File: config.mk
export PLATFORM = sky130hd
export DESIGN_NAME = mov_exec_fsm_flat
export DESIGN_NICKNAME = d
export VERILOG_FILES = /design/src/rtl/mov_exec_fsm_if.sv /design/src/rtl/mov_exec_fsm.sv /design/src/flat_wrapper.sv
export SDC_FILE = /design/constraint.sdc
export NUM_CORES = 1
export LEC_CHECK = 0
export CAP_MARGIN = 10
export CORE_MARGIN = 4
export CORE_UTILIZATION = 29
export DETAILED_ROUTE_END_ITERATION = 8
export GPL_TIMING_DRIVEN = 0
export PLACE_DENSITY = 0.74
export SLEW_MARGIN = 20
export SYNTH_ARGS = -nofsm -noshare
export SYNTH_HDL_FRONTEND = slang
export SYNTH_SLANG_ARGS = --single-unit
File: constraint.sdc
create_clock -name clk -period 1.2 [get_ports clk]
set_input_delay 0.18 -clock clk [delete_from_list [all_inputs] [get_ports clk]]
set_output_delay 0.18 -clock clk [all_outputs]
set_load 0.01 [all_outputs]
File: src/rtl/mov_exec_fsm_if.sv
// Register-move bus bundle: the instruction word from the controller and the
// enables/strobes driven back by the move execution FSM.
// The err flag exists only when MOV_IDX_CHECK_EN is defined.
interface mov_exec_fsm_if #(
  parameter int NUM_REGS = 6
);
  logic [15:0]         instruction;
  logic                done;
  logic                pcInc;
  logic [NUM_REGS-1:0] rxOut;
  logic [NUM_REGS-1:0] rxIn;
  logic                immEn;
  logic [5:0]          immData;
`ifdef MOV_IDX_CHECK_EN
  logic                err;

  modport master (output instruction,
                  input  done, pcInc, rxOut, rxIn, immEn, immData, err);
  modport slave  (input  instruction,
                  output done, pcInc, rxOut, rxIn, immEn, immData, err);
`else
  modport master (output instruction,
                  input  done, pcInc, rxOut, rxIn, immEn, immData);
  modport slave  (input  instruction,
                  output done, pcInc, rxOut, rxIn, immEn, immData);
`endif
endinterface

File: src/rtl/mov_exec_fsm.sv
// Execution FSM for MOV (register to register) and MOVI (6-bit immediate to
// register). Sequence: IDLE -> SRC -> XFER (XFER_CYCLES) -> DONE -> HOLD.
// Optional feature macro: MOV_IDX_CHECK_EN adds the err flag and skips the
// transfer when a register index is out of range.
module mov_exec_fsm #(
  parameter int         NUM_REGS    = 6,
  parameter logic [3:0] MOV_OPC     = 4'b0101,
  parameter logic [3:0] MOVI_OPC    = 4'b1101,
  parameter int         XFER_CYCLES = 1
) (
  input logic           clk,
  input logic           rst,
  mov_exec_fsm_if.slave bus
);

  typedef enum logic [2:0] {IDLE, SRC, XFER, DONE, HOLD} state_t;

  localparam logic [3:0] XFER_LAST = 4'(XFER_CYCLES - 1);

  state_t state, state_nxt;
  logic [3:0] xfer_cnt, xfer_cnt_nxt;

  logic [3:0] opcode;
  logic [5:0] dst_idx;
  logic [5:0] src_idx;
  logic       is_mov;
  logic       is_movi;
  logic       active;
  logic [NUM_REGS-1:0] src_hot;
  logic [NUM_REGS-1:0] dst_hot;

  logic                done_d;
  logic                pc_inc_d;
  logic [NUM_REGS-1:0] rx_out_d;
  logic [NUM_REGS-1:0] rx_in_d;
  logic                imm_en_d;
  logic [5:0]          imm_data_d;

  // Register index to enable bit; bit NUM_REGS-1 is reg0, out-of-range gives zero
  function automatic logic [NUM_REGS-1:0] onehot(input logic [5:0] idx);
    logic [NUM_REGS-1:0] r;
    r = '0;
    for (int k = 0; k < NUM_REGS; k++) begin
      if (int'(idx) == NUM_REGS - 1 - k) r[k] = 1'b1;
    end
    return r;
  endfunction

  assign opcode  = bus.instruction[15:12];
  assign dst_idx = bus.instruction[11:6];
  assign src_idx = bus.instruction[5:0];
  assign is_mov  = (opcode == MOV_OPC);
  assign is_movi = (opcode == MOVI_OPC);
  assign active  = is_mov || is_movi;
  assign src_hot = onehot(src_idx);
  assign dst_hot = onehot(dst_idx);

`ifdef MOV_IDX_CHECK_EN
  logic idx_bad;
  logic err_q;
  logic err_d;

  assign idx_bad = (int'(dst_idx) >= NUM_REGS) ||
                   (is_mov && (int'(src_idx) >= NUM_REGS));

  // Remember an illegal-index abort so err stays up through HOLD
  always_ff @(posedge clk) begin
    if (rst) begin
      err_q <= 1'b0;
    end else if (state == SRC && active && idx_bad) begin
      err_q <= 1'b1;
    end else if (state_nxt == IDLE) begin
      err_q <= 1'b0;
    end
  end

  assign bus.err = err_d;
`endif

  // State register and transfer counter
  always_ff @(posedge clk) begin
    if (rst) begin
      state    <= IDLE;
      xfer_cnt <= '0;
    end else begin
      state    <= state_nxt;
      xfer_cnt <= xfer_cnt_nxt;
    end
  end

  // Next state: any non-move opcode drops straight back to IDLE
  always_comb begin
    state_nxt    = state;
    xfer_cnt_nxt = '0;
    if (!active) begin
      state_nxt = IDLE;
    end else begin
      case (state)
        IDLE: state_nxt = SRC;
`ifdef MOV_IDX_CHECK_EN
        SRC:  state_nxt = idx_bad ? HOLD : XFER;
`else
        SRC:  state_nxt = XFER;
`endif
        XFER: begin
          if (xfer_cnt == XFER_LAST) begin
            state_nxt = DONE;
          end else begin
            xfer_cnt_nxt = xfer_cnt + 4'd1;
          end
        end
        DONE:    state_nxt = HOLD;
        HOLD:    state_nxt = HOLD;
        default: state_nxt = IDLE;
      endcase
    end
  end

  // Moore output decode from state and the held instruction fields
  always_comb begin
    done_d     = 1'b0;
    pc_inc_d   = 1'b0;
    rx_out_d   = '0;
    rx_in_d    = '0;
    imm_en_d   = 1'b0;
    imm_data_d = '0;
`ifdef MOV_IDX_CHECK_EN
    err_d      = 1'b0;
`endif
    case (state)
      SRC, XFER: begin
        if (is_movi) begin
          imm_en_d   = 1'b1;
          imm_data_d = src_idx;
        end else begin
          rx_out_d   = src_hot;
        end
        if (state == SRC) begin
          pc_inc_d = 1'b1;
`ifdef MOV_IDX_CHECK_EN
          err_d    = idx_bad;
`endif
        end else begin
          rx_in_d  = dst_hot;
        end
      end
      DONE: done_d = 1'b1;
`ifdef MOV_IDX_CHECK_EN
      HOLD: err_d  = err_q;
`endif
      default: ;
    endcase
  end

  assign bus.done    = done_d;
  assign bus.pcInc   = pc_inc_d;
  assign bus.rxOut   = rx_out_d;
  assign bus.rxIn    = rx_in_d;
  assign bus.immEn   = imm_en_d;
  assign bus.immData = imm_data_d;

endmodule

File: src/flat_wrapper.sv
// flat-port wrapper written by rule: the top's interface ports become plain ports
module mov_exec_fsm_flat 
#(
  parameter int         NUM_REGS    = 6,
  parameter logic [3:0] MOV_OPC     = 4'b0101,
  parameter logic [3:0] MOVI_OPC    = 4'b1101,
  parameter int         XFER_CYCLES = 1
)
  (clk, rst, bus_instruction, bus_done, bus_pcInc, bus_rxOut, bus_rxIn, bus_immEn, bus_immData);
  mov_exec_fsm_if #(.NUM_REGS(NUM_REGS)) bus_i ();
  input logic clk;
  input logic rst;
  input wire logic [$bits(bus_i.instruction)-1:0] bus_instruction;
  output wire logic [$bits(bus_i.done)-1:0] bus_done;
  output wire logic [$bits(bus_i.pcInc)-1:0] bus_pcInc;
  output wire logic [$bits(bus_i.rxOut)-1:0] bus_rxOut;
  output wire logic [$bits(bus_i.rxIn)-1:0] bus_rxIn;
  output wire logic [$bits(bus_i.immEn)-1:0] bus_immEn;
  output wire logic [$bits(bus_i.immData)-1:0] bus_immData;
  assign bus_i.instruction = bus_instruction;
  assign bus_done = bus_i.done;
  assign bus_pcInc = bus_i.pcInc;
  assign bus_rxOut = bus_i.rxOut;
  assign bus_rxIn = bus_i.rxIn;
  assign bus_immEn = bus_i.immEn;
  assign bus_immData = bus_i.immData;
  mov_exec_fsm #(.NUM_REGS(NUM_REGS), .MOV_OPC(MOV_OPC), .MOVI_OPC(MOVI_OPC), .XFER_CYCLES(XFER_CYCLES)) u_core (.clk(clk), .rst(rst), .bus(bus_i));
endmodule
### After elaboration in Yosys (flattened, before gate mapping)

Cells that the tools add are included.

| word-level totals | value |
|---|---|
| output and inout port bits | 21 |
| register bits after elaboration | 7 |
| word-level logic and storage cells | 56 |
| input port bits | 18 |

| cells by class | value |
|---|---|
| multiplexer cells | 25 |
| add/subtract/negate cells | 1 |
| bitwise logic cells | 2 |
| eq/ne operators | 17 |
| reductions and logical operators | 9 |

Operators by type and width:

| kind | count |
|---|---|
| two-way mux 6 bit | 6 |
| == test 6 x 3 -> 1 bit (second input constant) | 4 |
| == test 6 x 4 -> 1 bit (second input constant) | 4 |
| two-way mux 1 bit | 17 |
| == test 6 x 2 -> 1 bit (second input constant) | 2 |
| logical NOT 6 bit | 2 |
| one-hot mux 3 bit (4 select lines) | 1 |
| == test 3 x 2 -> 1 bit (second input constant) | 2 |
| OR reduction 2 bit | 3 |
| adder 4 x 1 -> 4 bit (second input constant) | 1 |
| == test 4 x 3 -> 1 bit (second input constant) | 1 |
| == test 4 bit (second input constant) | 1 |
| logical NOT 4 bit | 1 |
| OR reduction 4 bit | 1 |
| == test 3 x 1 -> 1 bit (second input constant) | 1 |
| == test 3 bit (second input constant) | 1 |
| logical NOT 3 bit | 1 |
| two-way mux 3 bit | 1 |
| inequality test 2 x 1 -> 1 bit (second input constant) | 1 |
| NOT 1 bit | 2 |
| logical OR 1 bit | 1 |

### Logic depth before layout (Yosys ltp)

| logic depth | value |
|---|---|
| depth after elaboration | 4 |
| gate-level depth with buffers | 5 |
| gate-level depth less buffers | 5 |

### Worst setup path before layout

OpenSTA, ideal clock, no wires.

| path | value |
|---|---|
| path type | register -> output |
| from | reg u_core.state[0] |
| to | out bus_rxOut[0] |
| path buffers | 1 |
| slack | -0.252 ns |
| required time | 1.020 ns |
| cell stages (with the launch flop) | 5 |
| arrival time | 1.272 ns |
| cells stage by stage | dfxtp_1 -> xnor2_1 -> or2_1 -> buf_6 -> nor4_1 |

| on the way | value |
|---|---|
| cells in the longest elaborated chain, start to end | 3 |
| elaborated cells between the ends (all ways) | 4 |
| those cells by class | 2 x eq/ne; 1 x mux; 1 x reduce/logical |

Ends and longest elaborated chain:

| what | RTL line | source |
|---|---|---|
| start: declaration | mov_exec_fsm.sv:20 | `state_t state, state_nxt;` |
| start signal: assignment | mov_exec_fsm.sv:86 | `state <= state_nxt;` |
| == test 3 x 2 -> 1 bit / == test 3 x 1 -> 1 bit (equally long branches) | mov_exec_fsm.sv:130 | `case (state)` |
| OR reduction 2 bit * | mov_exec_fsm.sv:130 |  |
| two-way mux 6 bit * | mov_exec_fsm.sv:130 |  |
| end: declaration | flat_wrapper.sv:16 | `output wire logic [$bits(bus_i.rxOut)-1:0] bus_rxOut;` |

Every way passes the cells marked *; elsewhere a longest branch is shown, timed or not.

### Final worst setup path

| path | value |
|---|---|
| from | reg u_core.state[0] |
| to | out bus_rxOut[5] |

The elaborated chain is that of the path after synthesis.

==> run_summary.xml <==
<?xml version="1.0" encoding="UTF-8"?>
<metrics>
  <group name="setup_path">
    <metric name="timing.critical_path.to_type" unit="">output port</metric>
    <metric name="r2r_cells" unit="">5</metric>
    <metric name="cpPeakStageDelay" unit="ns">0.36</metric>
    <metric name="cp.depth" unit="">5</metric>
    <metric name="critPathBufInv" unit="">2</metric>
    <metric name="worst-r2r-setup-slack" unit="ns">-0.15</metric>
    <metric name="reg2reg_to" unit="">u_core.xfer_cnt[0]</metric>
    <metric name="worst_r2r_startpoint" unit="">u_core.state[2]</metric>
    <metric name="cp_top_family" unit="">simple AND/OR/NAND/NOR gates</metric>
    <metric name="critical_path_class" unit="">flop to output port</metric>
    <metric name="cpMaxStageDelayCell" unit="">dfxtp_4</metric>
    <metric name="crit_arrival" unit="ns">1.49</metric>
    <metric name="crit_path_cell_trace" unit="">xnor2_2 &gt; or2_1 &gt; buf_6 &gt; nor4b_4 &gt; buf_2</metric>
    <metric name="worst_setup_path_startpoint" unit="">u_core.state[0]</metric>
    <metric name="crit_path_max_fanout" unit="">5</metric>
    <metric name="timing.critical_path.to" unit="">bus_rxOut[5]</metric>
    <metric name="critical_path_source_type" unit="">flop</metric>
    <metric name="required" unit="ns">1.02</metric>
  </group>
  <group name="floorplan">
    <metric name="core.rowCount" unit="">14</metric>
    <metric name="io-pin-count" unit="">39</metric>
    <metric name="design.die.area" unit="mm2">0.00251</metric>
    <metric name="core" unit="mm2">0.00159</metric>
    <metric name="die_width" unit="um">50.1</metric>
    <metric name="die_height" unit="um">50.1</metric>
    <metric name="starting_utilization_of_the_core_area" unit="%">32.2</metric>
  </group>
  <group name="layout">
    <metric name="layout_commonest_cell" unit="">buf_2</metric>
    <metric name="num_antenna_cells" unit="">0</metric>
    <metric name="final_cells" unit="">150</metric>
    <metric name="num-nets-final" unit="">147</metric>
    <metric name="most-common-layout-cells" unit="">18 x buf_2, 11 x buf_6, 11 x clkdlybuf4s50_1</metric>
    <metric name="share_of_post_route_cells_with_drive_strength_above_1" unit="%">62.7</metric>
    <metric name="area_delta_synth_final" unit="%">136</metric>
  </group>
  <group name="clock_network">
    <metric name="cts.reportedPaths.clkPinSlew" unit="ns">0.05</metric>
    <metric name="tritoncts" unit="">yes</metric>
    <metric name="cts.htree.levels" unit="">1</metric>
    <metric name="root_buffer" unit="">clkbuf_4</metric>
    <metric name="number_of_clock_sinks" unit="">7</metric>
    <metric name="cts_buffers" unit="">3</metric>
    <metric name="max-clock-path-buffers" unit="">2</metric>
    <metric name="clk_latency" unit="ns">0.26</metric>
    <metric name="cts-hold-fix-buffers" unit="">0</metric>
  </group>
  <group name="yosys">
    <metric name="synth_cell_types" unit="">23</metric>
    <metric name="ys_seq_elements" unit="">7</metric>
    <metric name="synth_area" unit="um2">513</metric>
    <metric name="synthesis.area_per_instance" unit="um2">7.66</metric>
    <metric name="syn-num-nets" unit="">87</metric>
    <metric name="post_synth_inst_count" unit="">67</metric>
    <metric name="synthesis.yosys.warnings" unit="">0</metric>
    <metric name="ys_seq_area_share" unit="%">27.3</metric>
  </group>
  <group name="sta">
    <metric name="setup_violating_endpoint_count_in_the_final_report" unit="">25</metric>
    <metric name="max_slew.worst_pin.slew" unit="ns">0.278</metric>
    <metric name="finalWorstPathRequiredPeriod" unit="ns">1.67</metric>
    <metric name="post-route-period-util" unit="%">139</metric>
    <metric name="layout_setup_ws" unit="ns">-0.466</metric>
    <metric name="hold_viol" unit="">0</metric>
    <metric name="max_freq" unit="MHz">600</metric>
    <metric name="timing.slew.headroom" unit="%">81.4</metric>
    <metric name="totalNegativeSetupSlack" unit="ns">-7.90</metric>
    <metric name="clock-skew-final" unit="ns">0.00376</metric>
    <metric name="report.final.slew_viol_count" unit="">0</metric>
    <metric name="rsz0062_at_grt" unit="">yes</metric>
  </group>
  <group name="power_and_ir_drop">
    <metric name="internal_power" unit="uW">424</metric>
    <metric name="power.density_cell_area" unit="mW/mm2">475</metric>
    <metric name="net-switching-power" unit="uW">151</metric>
    <metric name="sequentialPowerShare" unit="%">39.9</metric>
    <metric name="leakagePower" unit="uW">0.000522</metric>
    <metric name="pwr-share-comb" unit="%">22.5</metric>
    <metric name="swShare" unit="%">26.3</metric>
    <metric name="ir_worst_vdd" unit="mV">0.589</metric>
    <metric name="clockPowerShare" unit="%">37.6</metric>
  </group>
  <group name="detailed_routing">
    <metric name="final_wl" unit="um">1730</metric>
    <metric name="route.vias.total" unit="">699</metric>
    <metric name="drt_pre_antenna_iters" unit="">3</metric>
    <metric name="drt-initial-drc-count" unit="">4</metric>
    <metric name="antenna_viol_nets_final" unit="">0</metric>
    <metric name="post_drt_via_cell_ratio" unit="">4.66</metric>
    <metric name="wl_per_cell" unit="um">11.5</metric>
    <metric name="drt_drc_violations_left" unit="">0</metric>
  </group>
  <group name="hold_path">
    <metric name="hold_path.class" unit="">primary input to flop</metric>
    <metric name="hold_path.startpoint" unit="">bus_instruction[13]</metric>
  </group>
  <group name="status">
    <metric name="run_status" unit="">finished with violations</metric>
    <metric name="violations" unit="">negative setup slack</metric>
  </group>
  <group name="place">
    <metric name="finalWeightedCongestion" unit="">0.721</metric>
    <metric name="port-buffer-count" unit="">38</metric>
    <metric name="detailedPlacementHpwl" unit="um">1220</metric>
    <metric name="place.detailed.instances" unit="">129</metric>
    <metric name="detailedPlace.worstSlack" unit="ns">-0.987</metric>
  </group>
  <group name="global_route">
    <metric name="grt_pass1_wl" unit="um">3070</metric>
    <metric name="grt_start_max_net_pins" unit="">7</metric>
    <metric name="grtUsageTotal" unit="%">15.6</metric>
    <metric name="grt_pass1_vias" unit="">746</metric>
    <metric name="grt_antenna_before_repair" unit="">0</metric>
    <metric name="leftover_overflow_at_the_end_of_global_routing" unit="">0</metric>
  </group>
  <group name="job">
    <metric name="maxCapViolCount" unit="">0</metric>
  </group>
</metrics>
area by class of cell:
class	count	area [um2]
tap	24	30.0
multi-input combinational	54	529
sequential	7	153
buffer	1	11.3
clock buffer	4	26.3
fill	117	382
timing repair buffer	55	444
inverter	5	18.8
what timing repair did:
| item | 4_1_cts | 5_1_grt |
|---|---|---|
| endpoints found under the setup margin | 25 | 26 |
| pin swaps | 16 | 5 |
| buffers inserted | 16 | 3 |
| gates resized for setup | 113 | 18 |
| cloned | 1 | 0 |
Yosys cell counts:
master	n	area (um2)
nor2_1	11	41.3
xor2_1	1	8.76
and2_1	4	25.0
or3b_1	1	8.76
nor4b_2	1	15.0
nand2b_1	2	12.5
or2_1	1	6.26
and3b_2	1	10.0
nand3b_1	1	7.51
nand4bb_1	1	11.3
nor4_1	5	31.3
nor3_1	8	40.0
inv_1	5	18.8
xnor2_1	2	17.5
nor2b_1	1	6.26
dfxtp_1	7	140
nand3_1	2	10.0
nand2_1	4	15.0
ha_1	2	25.0
nor3b_2	1	12.5
buf_6	1	11.3
nand4b_1	1	8.76
nor3b_1	4	30.0
metrics by stage:
step | utilization (%) | area [um2] | hold WS [ns] | total power (uW)
after floorplan | - | 604 | 0.386 | 280
after global placement | 63.7 | 1010 | 0.427 | 353
after detailed placement | 63.7 | 1010 | 0.429 | 354
after CTS | 71.9 | 1150 | 0.410 | 585
after global routing | 76.1 | 1210 | 0.453 | 611
final | 76.1 | 1210 | 0.425 | 576
worst min path at each step:
stage	end	slack, ns	depth (start not counted)
after floorplan	bus_rxOut[5]	0.39	1
after global placement	u_core.xfer_cnt[0]	0.43	1
after detailed placement	u_core.xfer_cnt[0]	0.43	1
after CTS	u_core.state[0]	0.41	3
after global routing	u_core.state[1]	0.45	3
final	u_core.state[1]	0.43	3
per-layer routing:
| metal | vias up | global-route usage (%) | share of wire [%] |
|---|---|---|---|
| met5 | - | 0 | 0 |
| met2 | 34 | 29.8 | 51 |
| met1 | 311 | 14.3 | 35 |
| li1 | 351 | - | - |
| met3 | 3 | 5.72 | 12 |
| met4 | 0 | 6.91 | 1.6 |
power by group through the flow:
stage	sequential, uW	combinational [uW]	clock (uW)
finish	230	130	216
global route	230	139	242
CTS	229	124	231
detailed placement	240	114	0
global placement	240	113	0
floorplan	240	40.5	0
sequential cells by signal (all words and copies together), names as in the netlist:
register         cells
u_core.state         3
u_core.xfer_cnt      4
cells by family (layout without fill, tap and decap cells):
logic type	Yosys count	after routing	share of synthesized area (%)
buf+inv	6	65	5.85
simple gates	49	49	56.8
flops	7	7	27.3
fa+ha+maj	2	2	4.88
xor+xnor	3	3	5.12
tightest hold or removal path: cells and delay by family:
family                 cells  cell delay [ns]
AND/OR/NAND/NOR            2             0.26
buffers and inverters      1             0.20
Power figures use the tool's default switching activity.
